## src/rtl/svc_rv_pkg.sv

```systemverilog
`default_nettype none
// +------------------------------------------------------------------+
// | svc_rv_pkg : shared data-memory bridge state encoding   Rev 1.0  |
// +------------------------------------------------------------------+
package svc_rv_pkg;

    typedef logic [1:0] dmem_state_t;

    localparam logic [1:0] IDLE    = 2'd0;
    localparam logic [1:0] WR_REQ  = 2'd1;
    localparam logic [1:0] RD_REQ  = 2'd2;
    localparam logic [1:0] RD_WAIT = 2'd3;

    function automatic logic is_bus_state(input logic [1:0] s);
        return (s == WR_REQ) || (s == RD_REQ);
    endfunction

endpackage
`default_nettype wire

```

## src/rtl/svc_rv_dmem_wbuf.sv

```systemverilog
`default_nettype none
// +------------------------------------------------------------------+
// | svc_rv_dmem_wbuf : one-entry posted store buffer        Rev 1.0  |
// +------------------------------------------------------------------+
module svc_rv_dmem_wbuf
    import svc_rv_pkg::*;
#(
    parameter int AW = 32,
    parameter int DW = 32
) (
    input  logic            clk,
    input  logic            rst_n,
    input  logic            push_i,
    input  logic            pop_i,
    input  logic [AW-1:0]   addr_i,
    input  logic [DW-1:0]   data_i,
    input  logic [DW/8-1:0] strb_i,
    output logic            valid_o,
    output logic [AW-1:0]   addr_o,
    output logic [DW-1:0]   data_o,
    output logic [DW/8-1:0] strb_o
);

    logic            valid_q;
    logic [AW-1:0]   addr_q;
    logic [DW-1:0]   data_q;
    logic [DW/8-1:0] strb_q;

    // Push is only issued while empty and pop only while full, so they never collide.
    always_ff @(posedge clk or negedge rst_n) begin
        if (!rst_n) begin
            valid_q <= 1'b0;
            addr_q  <= '0;
            data_q  <= '0;
            strb_q  <= '0;
        end else if (push_i) begin
            valid_q <= 1'b1;
            addr_q  <= addr_i;
            data_q  <= data_i;
            strb_q  <= strb_i;
        end else if (pop_i) begin
            valid_q <= 1'b0;
        end
    end

    assign valid_o = valid_q;
    assign addr_o  = addr_q;
    assign data_o  = data_q;
    assign strb_o  = strb_q;

endmodule
`default_nettype wire

```

## src/rtl/svc_rv_dmem_bridge.sv

```systemverilog
`default_nettype none
// +------------------------------------------------------------------+
// | svc_rv_dmem_bridge : core dmem port to valid/ready bus  Rev 1.0  |
// | SVC_RV_DMEM_BRIDGE_WBUF_EN enables the posted store buffer       |
// +------------------------------------------------------------------+
module svc_rv_dmem_bridge
    import svc_rv_pkg::*;
#(
    parameter int AW = 32,
    parameter int DW = 32
) (
    input  logic            clk,
    input  logic            rst_n,
    input  logic            dmem_ren,
    input  logic [AW-1:0]   dmem_raddr,
    output logic [DW-1:0]   dmem_rdata,
    input  logic            dmem_we,
    input  logic [AW-1:0]   dmem_waddr,
    input  logic [DW-1:0]   dmem_wdata,
    input  logic [DW/8-1:0] dmem_wstrb,
    output logic            dmem_stall,
    output logic            bus_valid,
    input  logic            bus_ready,
    output logic            bus_we,
    output logic [AW-1:0]   bus_addr,
    output logic [DW-1:0]   bus_wdata,
    output logic [DW/8-1:0] bus_wstrb,
    input  logic            bus_rvalid,
    input  logic [DW-1:0]   bus_rdata
);

    localparam int SW = DW / 8;

    logic [1:0]    state_q, state_d;
    logic          stall_q, stall_d;
    logic          pend_re_q, pend_re_d;
    logic [AW-1:0] raddr_q;
    logic [DW-1:0] rdata_q;

    logic          w_accept;
    logic          w_direct;
    logic          w_hs;
    logic          w_pend_we;
    logic          w_stall_next;
    logic          w_wb_push;
    logic          w_wb_pop;
    logic          w_wb_valid;
    logic [AW-1:0] w_wb_addr;
    logic [DW-1:0] w_wb_data;
    logic [SW-1:0] w_wb_strb;

    assign w_accept = !stall_q && (dmem_ren || dmem_we);
    // An empty store buffer implies IDLE, so a direct accept can start the bus at once.
    assign w_direct = w_accept && !w_wb_valid;
    assign w_hs     = bus_valid && bus_ready;
    assign w_wb_pop = (state_q == WR_REQ) && w_hs;

`ifdef SVC_RV_DMEM_BRIDGE_WBUF_EN
    logic          pend_we_q, pend_we_d;
    logic [AW-1:0] pwaddr_q;
    logic [DW-1:0] pwdata_q;
    logic [SW-1:0] pwstrb_q;
    logic          w_push_pend;
    logic          w_defer_we;

    // A store arriving while the buffer is full waits here, stalling the core.
    assign w_defer_we  = w_accept && dmem_we && w_wb_valid;
    assign w_push_pend = (state_q == IDLE) && !w_wb_valid && pend_we_q;
    assign w_wb_push   = (w_direct && dmem_we) || w_push_pend;
    assign w_pend_we   = pend_we_q;

    always_comb begin
        pend_we_d = pend_we_q;
        if (w_defer_we) begin
            pend_we_d = 1'b1;
        end else if (w_push_pend) begin
            pend_we_d = 1'b0;
        end
    end

    always_ff @(posedge clk or negedge rst_n) begin
        if (!rst_n) begin
            pend_we_q <= 1'b0;
            pwaddr_q  <= '0;
            pwdata_q  <= '0;
            pwstrb_q  <= '0;
        end else begin
            pend_we_q <= pend_we_d;
            if (w_defer_we) begin
                pwaddr_q <= dmem_waddr;
                pwdata_q <= dmem_wdata;
                pwstrb_q <= dmem_wstrb;
            end
        end
    end

    svc_rv_dmem_wbuf #(
        .AW (AW),
        .DW (DW)
    ) u_wbuf (
        .clk     (clk),
        .rst_n   (rst_n),
        .push_i  (w_wb_push),
        .pop_i   (w_wb_pop),
        .addr_i  (w_direct ? dmem_waddr : pwaddr_q),
        .data_i  (w_direct ? dmem_wdata : pwdata_q),
        .strb_i  (w_direct ? dmem_wstrb : pwstrb_q),
        .valid_o (w_wb_valid),
        .addr_o  (w_wb_addr),
        .data_o  (w_wb_data),
        .strb_o  (w_wb_strb)
    );

    // Posted stores leave the core running; only waiting requests and reads hold it.
    assign w_stall_next = pend_we_d || pend_re_d ||
                          (state_d == RD_REQ) || (state_d == RD_WAIT);
`else
    logic          wb_valid_q;
    logic [AW-1:0] wb_addr_q;
    logic [DW-1:0] wb_data_q;
    logic [SW-1:0] wb_strb_q;

    assign w_wb_push = w_direct && dmem_we;
    assign w_pend_we = 1'b0;

    always_ff @(posedge clk or negedge rst_n) begin
        if (!rst_n) begin
            wb_valid_q <= 1'b0;
            wb_addr_q  <= '0;
            wb_data_q  <= '0;
            wb_strb_q  <= '0;
        end else if (w_wb_push) begin
            wb_valid_q <= 1'b1;
            wb_addr_q  <= dmem_waddr;
            wb_data_q  <= dmem_wdata;
            wb_strb_q  <= dmem_wstrb;
        end else if (w_wb_pop) begin
            wb_valid_q <= 1'b0;
        end
    end

    assign w_wb_valid   = wb_valid_q;
    assign w_wb_addr    = wb_addr_q;
    assign w_wb_data    = wb_data_q;
    assign w_wb_strb    = wb_strb_q;
    assign w_stall_next = (state_d != IDLE);
`endif

    always_comb begin
        pend_re_d = pend_re_q;
        if (w_accept && dmem_ren) begin
            pend_re_d = 1'b1;
        end else if ((state_q == RD_REQ) && w_hs) begin
            pend_re_d = 1'b0;
        end
    end

    // Program order: buffered store, then deferred store, then the read.
    always_comb begin
        state_d = state_q;
        case (state_q)
            IDLE: begin
                if (w_direct) begin
                    state_d = dmem_we ? WR_REQ : RD_REQ;
                end else if (w_wb_valid || w_pend_we) begin
                    state_d = WR_REQ;
                end else if (pend_re_q) begin
                    state_d = RD_REQ;
                end
            end
            WR_REQ: begin
                if (w_hs) begin
                    state_d = (!w_pend_we && pend_re_q) ? RD_REQ : IDLE;
                end
            end
            RD_REQ: begin
                if (w_hs) begin
                    state_d = RD_WAIT;
                end
            end
            RD_WAIT: begin
                if (bus_rvalid) begin
                    state_d = IDLE;
                end
            end
            default: state_d = IDLE;
        endcase
    end

    assign stall_d = w_stall_next;

    always_ff @(posedge clk or negedge rst_n) begin
        if (!rst_n) begin
            state_q   <= IDLE;
            stall_q   <= 1'b0;
            pend_re_q <= 1'b0;
            raddr_q   <= '0;
            rdata_q   <= '0;
        end else begin
            state_q   <= state_d;
            stall_q   <= stall_d;
            pend_re_q <= pend_re_d;
            if (w_accept && dmem_ren) begin
                raddr_q <= dmem_raddr;
            end
            if ((state_q == RD_WAIT) && bus_rvalid) begin
                rdata_q <= bus_rdata;
            end
        end
    end

    assign bus_valid  = is_bus_state(state_q);
    assign bus_we     = (state_q == WR_REQ);
    assign bus_addr   = (state_q == WR_REQ) ? w_wb_addr : raddr_q;
    assign bus_wdata  = (state_q == WR_REQ) ? w_wb_data : '0;
    assign bus_wstrb  = (state_q == WR_REQ) ? w_wb_strb : '0;
    assign dmem_stall = stall_q;
    assign dmem_rdata = rdata_q;

endmodule
`default_nettype wire

```

## config.mk

```make
export PLATFORM = sky130hd
export DESIGN_NAME = svc_rv_dmem_bridge
export DESIGN_NICKNAME = d
export VERILOG_FILES = /design/src/rtl/svc_rv_pkg.sv /design/src/rtl/svc_rv_dmem_wbuf.sv /design/src/rtl/svc_rv_dmem_bridge.sv
export SDC_FILE = /design/constraint.sdc
export NUM_CORES = 1
export LEC_CHECK = 0
export ABC_AREA = 1
export CAP_MARGIN = 20
export CORE_ASPECT_RATIO = 1.1
export CORE_MARGIN = 1.5
export CORE_UTILIZATION = 63
export DETAILED_ROUTE_END_ITERATION = 6
export DONT_BUFFER_PORTS = 1
export HOLD_SLACK_MARGIN = 0.15
export PLACE_DENSITY = 0.82
export SYNTH_ARGS = -nofsm -noshare
export SYNTH_HDL_FRONTEND = slang
export SYNTH_HIERARCHICAL = 1
export SYNTH_SLANG_ARGS = --single-unit
```

## constraint.sdc

```tcl
create_clock -name clk -period 1.8 [get_ports clk]
set_input_delay 0 -clock clk [delete_from_list [all_inputs] [get_ports clk]]
set_output_delay 0 -clock clk [all_outputs]
set_load 0.005 [all_outputs]
```

==> results of run 1 <==
[synthesized netlist by cell type (6+ instances only)]
cell	number	area (sq um)
o21ai_0	34	170
nor2_1	32	120
dfrtp_1	137	3430
a21oi_1	32	160
clkbuf_1	7	26.3
inv_1	81	304
nand3_1	10	50.1
buf_6	9	101
buf_2	8	40.0
mux2_2	94	1060
mux2_1	6	67.6
nand2_1	87	327
[per-stage QoR]
stage / hold slack, ns / instances
detailed placement: -0.293 / 642
global placement: -0.293 / 642
floorplan: -0.296 / 547
[kinds of logic after synthesis]
| family | Yosys count |
|---|---|
| muxes | 100 |
| buffers and inverters | 109 |
| AOI/OAI and AO/OA | 66 |
| DFF | 137 |
| adders and majority gates | 4 |
| and+or+nand+nor | 131 |
==> run metrics, run 1 <==
outcome=stopped before the end; Failed at=4_1_cts; Stop Error=[ERROR RSZ-0060] Max buffer count reached.; I/O pins=241; Die Ht=105 microns; postcts setup bufs=0; Post-Synth Simple-Gate Area=0.0874; maximum root-to-sink buffer count=2; Post-Synth XOR/XNOR Area=0; IO buf count=0; Syn Nets=approximately 690; CTS Root Buffer Type=clkbuf_8; post-synthesis mux area share=0.189; hold buffers post-CTS=136; largest family of logic cells by synthesized area=multiplexers; TritonCTS buffer count=17; ys flop type=dfrtp_1; Die W=95.7 microns; dpl cell area=6020 sq um; EDFF count, synth=0; Post-Syn Area=roughly 6000 sq um; Sink Count=between 100 and 150; post-synthesis cell type count=16; Synth async-reset ratio=1.00; initial core utilization=0.643; worst slack at placement=0.296 ns; Synth Area in Adders=0.00840; Syn Area/Cell=roughly 11 sq um; Core Rows=37; post-synthesis sequential area ratio=0.576; global placer's final weighted congestion=around 0.9; Yosys warning total=6; compound-cell area share of the yosys netlist=0.0555; CTS H-Tree Depth=4; DP HPWL=8.41 mm; Synth Instances=547; Yosys reg bits=137; PostCTS Resize Cnt=4
==> run 2, diff against run 1 <==
- CORE_ASPECT_RATIO: 1.1 -> unset
- CORE_UTILIZATION: 63 -> 40
- HOLD_SLACK_MARGIN: 0.15 -> unset
- PLACE_DENSITY: 0.82 -> unset
- PLACE_DENSITY_LB_ADDON: unset -> 0.15
==> run metrics, run 2 <==
fin crit period=between 1.5 and 2 ns; drt drc=0; Setup Skew=0.0103 ns; total grt overflow=0; Arr. time, crit path=1.68 ns; antenna violations before repair=0; Synth async-reset ratio=1.00; worst slew pin tran=about 0.38 ns; Pleak=3.94 nW; Worst setup SP type=flop; Fin. Hold Viols=around 140; GRT Total Usage=0.181; top post-synthesis cells by area=dfrtp_1, mux2_2, nand2_1; final wirelength=13.8 mm; Max-slew headroom=0.742; placed instance count=711; drt via density=approximately 4.8; Post-Syn Area=5960 sq um; unrepaired setup endpoints after global routing=no; ys flop type=dfrtp_1; most common cell after layout, fill and taps aside=dlygate4sd3_1; failing checks=negative hold slack; area growth from synthesis to final layout=37.0%; Syn Area/Cell=roughly 11 sq um; DP HPWL=8.47 mm; RR Startpoint=dmem_stall$_DFF_PN0_; outcome=finished, violations left; crit path from=state_q[1]$_DFF_PN0_; share of the synthesized area in the top cell type=0.576; Hold WC Path Type=in2async; Yosys warning total=6; first-pass iteration count of the detailed router=6; Yosys reg bits=137; Antenna Nets Post-Route=0; power per cell area=1630 nW/um^2; Core Rows=44; post-synthesis cell type count=16; WS Path Type=reg2out; most frequent cells after synthesis=dfrtp_1, mux2_2, nand2_1; CTS Root Buffer Type=clkbuf_16; CTS H-Tree Depth=4; Final Cycle Share=0.935; maximum root-to-sink buffer count=2; critical-path cell list=inv_1, ha_4, buf_12, o21ai_0; I/O pins=about 240; via count=4,243; TritonCTS buffer count=17; final non-filler cell total=884; initial core utilization=0.410; data required time of the critical path=between 1.5 and 2 ns; total core area=14,500 sq um; top-count cell post-synth=dfrtp_1; most frequent cells in the layout=dlygate4sd3_1, dfrtp_1, mux2_2; first-pass GRT wire length=22.4 mm; drt wl/cell=between 15 and 20 microns; Fmax=594 MHz; max-slew violations=0; CP peak stage delay=0.39 ns; EDFF count, synth=0; CP endpoint kind=primary output; Fillers=1,249; hold buffers post-CTS=141; critical path fanouts, max=49; layout cell share with drive strength beyond 1=0.190; CTS clk-pin slew, worst paths=around 0.050 ns; vias in the first global route=4,616; ANT cells=0; IO buf count=0; largest net degree at the start of global routing=around 140; Clock Latency Late Sink=0.41 ns; Reg2Reg Setup Slack=0.14 ns; area of the die=15,600 sq um; Slowest-stage cell, CP=dfrtp_1; Initial DRC Count=161; Sink Count=137; post-synthesis sequential area ratio=0.576; CTS tree=yes; R2R depth=6; reg2reg end=raddr_q[25]$_DFFE_PN0P_; Die W=125 microns; final setup violation count=0; area leader, netlist=dfrtp_1; final setup TNS=0 ns; Power, Total=13.3 mW; worst vdd ir=791 uV; Synth Instances=547; Syn Nets=689; Die Ht=125 microns; global placer's final weighted congestion=0.800; Max Cap Viol=0; worst hold slack=-0.715 ns; nets=829
run 2: layer usage:
metal,wire [microns],part of all wire,global-route usage,up-vias
met2,7070,0.51,0.315,155
met4,335,0.024,0.0742,0
li1,-,-,-,2011
met5,0,0,0,-
met3,875,0.063,0.0638,27
met1,5510,0.40,0.201,2050
run 2: worst max-delay path: cells and delay by family (launching register included):
family          cells  cell delay, ns
flops               1            0.39
compound gates      1            0.36
buf+inv             2            0.32
fa+ha+maj           1            0.21
run 2: where the power goes:
part           leakage [nW]  switching, mW  internal, mW  total, mW
Combinational          2.05           2.19          2.10       4.28
Sequential             1.59          0.838          4.63       5.47
Clock                 0.295           1.24          2.33       3.57
Total                  3.94           4.27          9.06       13.3
run 2: cell type report:
type                            instances  area [sq um]  area share
Timing Repair Buffer                  149          1550       0.189
Sequential cell                       137          3430       0.420
Clock buffer                           26           499      0.0612
Inverter                               81           304      0.0372
Multi-Input combinational cell        301          2040       0.250
Tap cell                              184           230      0.0282
Clock inverter                          6           111      0.0136
run 2: worst max-delay path by stage:
stage	to	slack (ns)	cells after the start
floorplan	dmem_rdata[10]$_DFFE_PN0P_	0.36	4
global placement	dmem_stall$_DFF_PN0_	0.29	8
detailed placement	dmem_stall$_DFF_PN0_	0.22	8
CTS	raddr_q[29]$_DFFE_PN0P_	0.04	6
global route	bus_addr[31]	0.005	5
finish	bus_addr[28]	0.12	4
run 2: stage by stage:
| step | hold WS, ns | utilization | cell area (sq um) | setup slack, ns |
|---|---|---|---|---|
| CTS | -0.737 | 0.561 | 8150 | 0.0424 |
| finish | -0.715 | 0.562 | 8160 | 0.117 |
| floorplan | -0.296 | - | 5960 | 0.364 |
| global placement | -0.292 | 0.422 | 6130 | 0.294 |
| global route | -0.745 | 0.562 | 8160 | 0.00538 |
| detailed placement | -0.292 | 0.422 | 6130 | 0.223 |
run 2: cells by family (layout without fill, tap and decap cells):
kind of cell,count (synthesis),in the layout,share of synthesized area
AOI/OAI and AO/OA,66,66,0.0554
DFF,137,137,0.576
buffers and inverters,109,262,0.0842
adders and majority gates,4,4,0.00840
and+or+nand+nor,131,131,0.0874
muxes,100,100,0.189
run 2: repair_timing:
action	4_1_cts	5_1_grt
hold endpoints to repair	274	137
endpoints found under the setup margin	0	25
resized for setup	0	4
buffers inserted	0	0
Note: power is estimated with default switching activity, not from simulation.
